`config.mk`:
```
export PLATFORM = sky130hd
export DESIGN_NAME = hazard_forward_ctrl
export DESIGN_NICKNAME = d
export VERILOG_FILES = /design/src/rtl/hazard_forward_ctrl.sv
export SDC_FILE = /design/constraint.sdc
export NUM_CORES = 1
export LEC_CHECK = 0
export BUFFER_PORTS_ARGS = -buffer_cell sky130_fd_sc_hd__buf_4
export CAP_MARGIN = 20
export CORE_UTILIZATION = 50
export DETAILED_ROUTE_END_ITERATION = 10
export GPL_ROUTABILITY_DRIVEN = 0
export HOLD_SLACK_MARGIN = 0.1
export PLACE_DENSITY = 0.86
export RECOVER_POWER = 25
export SLEW_MARGIN = 20
export SYNTH_ARGS = -nofsm -noshare
export SYNTH_HDL_FRONTEND = slang
export SYNTH_SLANG_ARGS = --single-unit
```
`constraint.sdc`:
```
create_clock -name clk -period 6.6 [get_ports clk]
set_input_delay 1.32 -clock clk [delete_from_list [all_inputs] [get_ports clk]]
set_output_delay 1.32 -clock clk [all_outputs]
set_load 0.01 [all_outputs]
```
`src/rtl/hazard_forward_ctrl.sv`:
```
// rtl/hazard_forward_ctrl.sv - operand forwarding, load-use/RAW stall and multi-cycle op tracking
module hazard_forward_ctrl #(
    parameter int NUM_SRC = 2,
    parameter int IDX_W   = 5,
    parameter int FWD_EN  = 1,
    parameter int LAT_W   = 6
) (
    input  logic                       clk,
    input  logic                       rst,
    input  logic [NUM_SRC*IDX_W-1:0]   id_rs,
    input  logic                       id_is_mc,
    input  logic [NUM_SRC*IDX_W-1:0]   ex_rs,
    input  logic [IDX_W-1:0]           ex_rd,
    input  logic                       ex_load_reg,
    input  logic                       ex_is_load,
    input  logic [IDX_W-1:0]           mem_rd,
    input  logic                       mem_load_reg,
    input  logic [IDX_W-1:0]           wb_rd,
    input  logic                       wb_load_reg,
    input  logic                       mc_issue,
    input  logic [IDX_W-1:0]           mc_rd,
    input  logic [LAT_W-1:0]           mc_lat,
    output logic [NUM_SRC*2-1:0]       fwd_sel,
    output logic                       stall,
    output logic                       idex_bubble,
    output logic                       mc_busy,
    output logic                       mc_wb_valid,
    output logic [IDX_W-1:0]           mc_wb_rd
);

    typedef enum logic [1:0] {
        IDLE = 2'd0,
        BUSY = 2'd1,
        DONE = 2'd2
    } mc_state_t;

    mc_state_t        state, state_nxt;
    logic [LAT_W-1:0] count, count_nxt;
    logic [IDX_W-1:0] pend_rd, pend_rd_nxt;
    logic [LAT_W-1:0] issue_cnt;

    logic [NUM_SRC*2-1:0] fwd_raw;
    logic                 load_use;
    logic                 raw_stall;
    logic                 mc_data;
    logic                 stall_raw;

    // A zero latency behaves like one: result is ready on the following cycle.
    assign issue_cnt = (mc_lat == '0) ? '0 : mc_lat - LAT_W'(1);

    always_ff @(posedge clk or posedge rst) begin
        if (rst) begin
            state   <= IDLE;
            count   <= '0;
            pend_rd <= '0;
        end else begin
            state   <= state_nxt;
            count   <= count_nxt;
            pend_rd <= pend_rd_nxt;
        end
    end

    always_comb begin
        state_nxt   = state;
        count_nxt   = count;
        pend_rd_nxt = pend_rd;
        case (state)
            IDLE, DONE: begin
                if (mc_issue) begin
                    pend_rd_nxt = mc_rd;
                    count_nxt   = issue_cnt;
                    state_nxt   = (issue_cnt == '0) ? DONE : BUSY;
                end else if (state == DONE) begin
                    state_nxt = IDLE;
                    count_nxt = '0;
                end
            end
            BUSY: begin
                // mc_issue cannot legally arrive here and is ignored.
                if (count > LAT_W'(1)) begin
                    count_nxt = count - LAT_W'(1);
                end else begin
                    count_nxt = '0;
                    state_nxt = DONE;
                end
            end
            default: begin
                state_nxt = IDLE;
                count_nxt = '0;
            end
        endcase
    end

    always_comb begin
        fwd_raw   = '0;
        load_use  = 1'b0;
        raw_stall = 1'b0;
        mc_data   = 1'b0;
        for (int i = 0; i < NUM_SRC; i++) begin
            if (FWD_EN != 0) begin
                if (mem_load_reg && mem_rd != '0 && mem_rd == ex_rs[i*IDX_W +: IDX_W])
                    fwd_raw[i*2 +: 2] = 2'b01;
                else if (wb_load_reg && wb_rd != '0 && wb_rd == ex_rs[i*IDX_W +: IDX_W])
                    fwd_raw[i*2 +: 2] = 2'b10;
            end
            // A non-zero ID source makes every equality below imply a non-zero rd.
            if (id_rs[i*IDX_W +: IDX_W] != '0) begin
                if (ex_is_load && ex_load_reg && ex_rd == id_rs[i*IDX_W +: IDX_W])
                    load_use = 1'b1;
                if (FWD_EN == 0 &&
                    ((ex_load_reg && ex_rd == id_rs[i*IDX_W +: IDX_W]) ||
                     (mem_load_reg && mem_rd == id_rs[i*IDX_W +: IDX_W])))
                    raw_stall = 1'b1;
                if (state == BUSY && pend_rd == id_rs[i*IDX_W +: IDX_W])
                    mc_data = 1'b1;
            end
        end
    end

    // Dependents are released in DONE since the result lands in the regfile that edge.
    assign stall_raw = load_use | raw_stall | mc_data | (id_is_mc && state == BUSY);

    assign fwd_sel     = rst ? '0 : fwd_raw;
    assign stall       = ~rst & stall_raw;
    assign idex_bubble = ~rst & stall_raw;
    assign mc_busy     = ~rst & (state != IDLE);
    assign mc_wb_valid = ~rst & (state == DONE);
    assign mc_wb_rd    = (!rst && state == DONE) ? pend_rd : '0;

endmodule

```
== After elaboration in Yosys (flattened, before gate mapping) ==
Index checks and enable logic that the tools add are counted.
Widths: inputs -> output; s select.

* Bitwise gates (word level): 6
* Add/sub/neg operators: 2
* Eq/ne operators: 12
* Order comparisons: 1
* Reductions and logical operators: 25
* Mux-type cells: 24

{| class="wikitable"
|+ Operators by type and width
! operator !! number
|-
| $eq 5x5->1 || 8
|-
| $mux 6 || 4
|-
| $reduce_bool 5->1 || 4
|-
| $mux 2 || 8
|-
| $logic_and 1x1->1 || 13
|-
| $logic_not 6->1 || 2
|-
| $pmux 6 s2 || 1
|-
| $sub 6x1->6 const B || 2
|-
| $mux 1 || 8
|-
| $gt 6x1->1 const B || 1
|-
| $mux 5 || 1
|-
| $mux 4 || 1
|-
| $pmux 2 s2 || 1
|-
| $reduce_and 2->1 || 2
|-
| $and 1x1->1 || 3
|-
| $ne 3x3->1 const B || 1
|-
| $eq 2x1->1 const B || 1
|-
| $eq 2x2->1 const B || 1
|-
| $logic_not 2->1 || 1
|-
| $ne 2x2->1 const B || 1
|-
| $or 1x1->1 || 2
|-
| $reduce_bool 2->1 || 1
|-
| $reduce_or 2->1 || 1
|-
| $logic_not 1->1 || 1
|-
| $not 1->1 || 1
|}

* Bits of input ports: 54
* Output and inout bits: 13
* Logic and storage cells: 73
* Flip-flop bits (word level): 13

== Logic depth before layout (Yosys ltp) ==
* Depth after elaboration: 9
* Gate-level depth with buffers: 8
* Depth with buffers taken out: 7

== Least setup slack after synthesis ==
Ideal clock, no wire load.

* Path kind: input to output
* From: input port mem_rd[1]
* To: output port fwd_sel[1]
* Cell stages on the path: 4
* Data required time: 5.280 ns
* Setup slack: 2.597 ns
* Arrival time: 2.683 ns
* Buffers on the path: 0
* Cells stage by stage: or4_1 > o21ai_0 > nor3_1 > nor4_1

* Word-level cells in the longest chain between the ends: 5
* Elaborated cells on any way between the ends: 6
* Classes of those cells: eq/ne (1); mux (2); reduce/logical (3)

{| class="wikitable"
|+ Ends and longest elaborated chain
! item !! line !! RTL
|-
| from (decl) || 16 || <nowiki>input logic [IDX_W-1:0] mem_rd,</nowiki>
|-
| $reduce_bool 5->1 || 101 || <nowiki>if (mem_load_reg && mem_rd != '0 && mem_rd == ex_rs[i*IDX_W +: IDX_W])</nowiki>
|-
| $logic_and 1x1->1 || 101 ||
|-
| $logic_and 1x1->1 * || 101 ||
|-
| $mux 2 * || 101 ||
|-
| $mux 4 * || 123 || <nowiki>assign fwd_sel = rst ? '0 : fwd_raw;</nowiki>
|-
| to (decl) || 23 || <nowiki>output logic [NUM_SRC*2-1:0] fwd_sel,</nowiki>
|}

Mark *: on every way between the ends. The rest lies on a longest branch, timed or not.

== Worst setup path after layout ==
* From: input port rst
* To: output port fwd_sel[1]

* Word-level cells in the longest chain between the ends: 1

{| class="wikitable"
|+ Ends and longest elaborated chain
! item !! line !! RTL
|-
| from (decl) || 9 || <nowiki>input logic rst,</nowiki>
|-
| $mux 4 || 123 ||
|}

No other way between the ends.

==> flow_results.org <==
** Run status
- The run finished with clean final reports.

** Global route
- The first global-routing pass estimated 5800 um of wire.
- Global routing consumed, over all layers together, 27.1% of the routing resources.
- Largest net degree at the start of global routing :: 16
- Number of global-route vias before repair :: 1374
- GRT Residual Overflow :: 0
- Antenna violations before repair :: 0

** STA
- Final slew viol count :: 0
- In the final timing run, aggregate negative setup slack is 0 ns.
- For this run, the top clock speed supported by timing is 0.228 GHz.
- The clock period could shrink to 4.38 ns.
- After layout, the worst path uses 66.4% of the clock period.
- Setup repair after global routing left no endpoint under its margin.
- At the pin with the least slew margin, the transition time is 0.631 ns.
- Rel. slew slack :: 57.8%
- The final hold violation count is 0.
- Worst Skew :: 0.00150 ns
- Number of setup violations in the final report :: 0

** Floorplanning
- Pin placement for this block handled 67 I/O pins.
- The die is 54.3 um wide.
- Die area :: 2940 sq um
- Site Rows :: 18
- In this run the standard cell core region covers 2520 sq um.
- From bottom edge to top edge, the die measures 54.3 um.
- Initial Util :: 54.1%

** CTS
- Number of buffers added by the clock tree synthesis step :: 3
- Clock-pin slew was measured on the worst setup and hold paths at 0.07 ns.
- For this design, the sink count on the clock tree is 13.
- The later pin in the worst-skew pair is clocked with a latency of 0.27 ns.
- Worst-case clock buffer depth :: 2
- Number of resized instances in the post-cts repair step :: 0
- H-Tree Depth :: 1
- TritonCTS built the clock tree.
- Buffers added to address setup during post-CTS repair amount to 0.
- CTS Hold Bufs :: 0
- Buffer cell driving the clock tree root :: sky130_fd_sc_hd__clkbuf_4

** Placed design
- The count of buffers added on input and output ports is 66.
- Post-detail-place hpwl :: 3120 um

** Power
- The analysis attributes to cell leakage a power of 0.868 nW.
- The analysis attributes to net switching a power of 0.000200 W.
- Relative contribution of the clock network to total power :: 10.0%
- Internal power summed over all cells :: 0.000266 W
- In this run, flip-flops and latches consume 35.8% of the power.
- In this run the power density over the cells is 246 nW/um^2.
- Proportion of total power due to net switching :: 42.9%
- Comb pwr share :: 54.2%
- VDD sags by at most 236 uV.

** Synthesis
- Synthesis produced a netlist whose cell count is 174.
- EDFF count, synth :: 0
- Yosys printed 0 warnings.
- Of the synthesized area, sequential elements account for 23.8%.
- For this run, asynchronously set or reset flops after synthesis account for 100%.
- Post-synthesis net count :: 231
- Dividing the synthesized area by the synthesized cell count gives 7.85 sq um.
- Synth Flop Type :: sky130_fd_sc_hd__dfrtp_1
- Post-synth design cell area :: 1370 sq um
- After synthesis the netlist holds a flip-flop and latch count of 13.
- Number of different library cells in the post-synthesis netlist :: 34

** Final layout
- Share of post-route cells with drive strength above 1 :: 28.7%
- NumNets Final :: 298
- 0 antenna diodes ended up in the layout.
- Area delta synth->final :: 38.8%
- Final core area utilization :: 75.1%

** Worst setup path
- Delay of the slowest cell on the worst path :: 0.58 ns
- STA puts the critical path data required time at 5.28 ns.
- Critical setup path kind :: primary input to primary output
- Crit path arrival time :: 3.06 ns
- The slowest stage of the critical path belongs to the cell sky130_fd_sc_hd__or4_1.
- Critical Path, Cell by Cell :: clkbuf_1 -> inv_1 -> o211ai_1 -> or4_1 -> nor4_1 -> buf_4
- STA classifies the critical path startpoint as a primary input.
- Critical Path End Type :: primary output
- Crit-path leading delay family :: simple AND/OR/NAND/NOR gates
- Counting both buffers and inverters, the worst setup path holds a total of 3.
- Crit Path Max Fanout :: 15

** Route
- Using the TritonRoute via totals, the vias-per-cell ratio works out to 5.40.
- The first detailed-routing pass ran for 4 iterations.
- In the final routed layout, each cell accounts on average for 13.7 um.
- Summing over every cut layer, the via total after detailed routing is 1458.
- For this block, the routed nets add up to 3700 um of wire.
- In this run, the number of DRC markers left after iteration 0 of detailed routing was 15.
- DRC errors left :: 0
- In this run the remaining antenna-violating nets after routing total 0.

** Hold path
- In this run the worst hold path is classified as flop to flop.

** Flow run
- Max-capacitance violation count :: 0
power by group through the flow:
stage | clock (W) | sequential [W] | combinational (W)
final | 0.0000466 | 0.000167 | 0.000252
after global routing | 0.0000530 | 0.000174 | 0.000284
after CTS | 0.0000485 | 0.000165 | 0.000254
after detailed placement | 0 | 0.000166 | 0.000253
after global placement | 0 | 0.000165 | 0.000245
after floorplan | 0 | 0.000153 | 0.000187
worst reg2reg max path, cell delays in order (launching register included):
cell,delay (ns)
sky130_fd_sc_hd__dfrtp_1,0.44
sky130_fd_sc_hd__inv_1,0.07
sky130_fd_sc_hd__ha_1,0.22
sky130_fd_sc_hd__or2_1,0.26
sky130_fd_sc_hd__a21o_1,0.28
sky130_fd_sc_hd__or4_4,0.44
sky130_fd_sc_hd__or4_1,0.42
sky130_fd_sc_hd__nand3b_1,0.10
state kept, by name, indices dropped and copies added, names as in the netlist:
name,flops
count,6
state,2
pend_rd,5
cell families (layout without fill, tap and decap cells):
kind of cell    after synthesis  in the layout  share of synthesized area, %
simple gates                 86             86                          33.2
xor+xnor                     41             41                          26.3
compound gates               22             22                          10.6
flops                        13             13                          23.8
buf+inv                       9             75                          3.30
fa+ha+maj                     3              3                          2.75
metrics by stage:
step | power (W) | worst slack (ns) | hold slack [ns] | std cells | area [sq um]
floorplan | 0.000340 | 2.60 | 0.502 | 174 | 1370
global placement | 0.000410 | 2.33 | 0.540 | 266 | 1870
detailed placement | 0.000420 | 2.23 | 0.551 | 266 | 1870
CTS | 0.000468 | 2.23 | 0.580 | 270 | 1900
global route | 0.000511 | 2.00 | 0.613 | 270 | 1890
finish | 0.000466 | 2.22 | 0.576 | 270 | 1890
layer usage:
| metal | global-route usage (%) | up-vias | share of wire, % |
|---|---|---|---|
| li1 | - | 745 | - |
| met1 | 34.8 | 671 | 44 |
| met2 | 48.0 | 40 | 50 |
| met3 | 4.44 | 2 | 6.1 |
| met4 | 4.27 | 0 | 0.46 |
| met5 | 0 | - | 0 |
cells in the mapped netlist (2+ instances only):
cell                        n  area, sq um
sky130_fd_sc_hd__dfrtp_1   13          325
sky130_fd_sc_hd__ha_1       3         37.5
sky130_fd_sc_hd__o211ai_1   2         15.0
sky130_fd_sc_hd__or4_1      8         60.1
sky130_fd_sc_hd__nand2_1   23         86.3
sky130_fd_sc_hd__inv_1      5         18.8
sky130_fd_sc_hd__nand3_1    7         35.0
sky130_fd_sc_hd__nor3_1     7         35.0
sky130_fd_sc_hd__o221ai_1   3         26.3
sky130_fd_sc_hd__nand3b_1   2         15.0
sky130_fd_sc_hd__nor4_1     9         56.3
sky130_fd_sc_hd__nor2_1    13         48.8
sky130_fd_sc_hd__a21oi_1    2         10.0
sky130_fd_sc_hd__and2_1     5         31.3
sky130_fd_sc_hd__nand2b_1   4         25.0
sky130_fd_sc_hd__xor2_1    19          166
sky130_fd_sc_hd__nor2b_1    2         12.5
sky130_fd_sc_hd__clkbuf_1   2         7.51
sky130_fd_sc_hd__xnor2_1   22          193
sky130_fd_sc_hd__o21ai_0    9         45.0
layout by cell type, fill, tap and decap left out:
cell type                  Yosys  routed
sky130_fd_sc_hd__a21o_1        1       1
sky130_fd_sc_hd__a21oi_1       2       2
sky130_fd_sc_hd__a221oi_1      1       1
sky130_fd_sc_hd__a2bb2o_1      1       1
sky130_fd_sc_hd__a31oi_1       1       1
sky130_fd_sc_hd__and2_1        5       5
sky130_fd_sc_hd__buf_4         1      65
sky130_fd_sc_hd__clkbuf_1      2       2
sky130_fd_sc_hd__clkbuf_4      0       3
sky130_fd_sc_hd__dfrtp_1      13      13
sky130_fd_sc_hd__ha_1          3       3
sky130_fd_sc_hd__inv_1         5       5
sky130_fd_sc_hd__nand2_1      23      23
sky130_fd_sc_hd__nand2b_1      4       4
sky130_fd_sc_hd__nand3_1       7       7
sky130_fd_sc_hd__nand3b_1      2       2
sky130_fd_sc_hd__nor2_1       13      13
sky130_fd_sc_hd__nor2b_1       2       2
sky130_fd_sc_hd__nor3_1        7       7
sky130_fd_sc_hd__nor3b_1       1       1
sky130_fd_sc_hd__nor4_1        9       9
sky130_fd_sc_hd__nor4b_1       1       1
sky130_fd_sc_hd__o211ai_1      2       2
sky130_fd_sc_hd__o21a_1        1       1
sky130_fd_sc_hd__o21ai_0       9       9
sky130_fd_sc_hd__o221ai_1      3       3
sky130_fd_sc_hd__o32ai_1       1       1
sky130_fd_sc_hd__or2_1         1       1
sky130_fd_sc_hd__or2b_1        1       1
sky130_fd_sc_hd__or3_1         1       1
sky130_fd_sc_hd__or4_1         8       8
sky130_fd_sc_hd__or4_4         1       1
sky130_fd_sc_hd__xnor2_1      22      22
sky130_fd_sc_hd__xor2_1       19      19
worst paths after layout:
kind	startpoint	to	slack, ns	depth (start not counted)
min in group asynchronous	rst	pend_rd[1]	1.16	2
max reg2reg	count[0]	count[5]	4.31	7
min	pend_rd[3]	pend_rd[3]	0.58	2
max	rst	fwd_sel[1]	2.22	6
min reg2reg	pend_rd[3]	pend_rd[3]	0.58	2
max in group asynchronous	rst	count[1]	5.09	2
cell type report:
class                           count  area [sq um]
Clock buffer                        4          26.3
Fill cell                         207           628
Inverter                            5          18.8
Multi-Input combinational cell    152           995
Sequential cell                    13           325
Tap cell                           30          37.5
Timing Repair Buffer               66           492
Note: power is estimated with default switching activity, not from simulation.
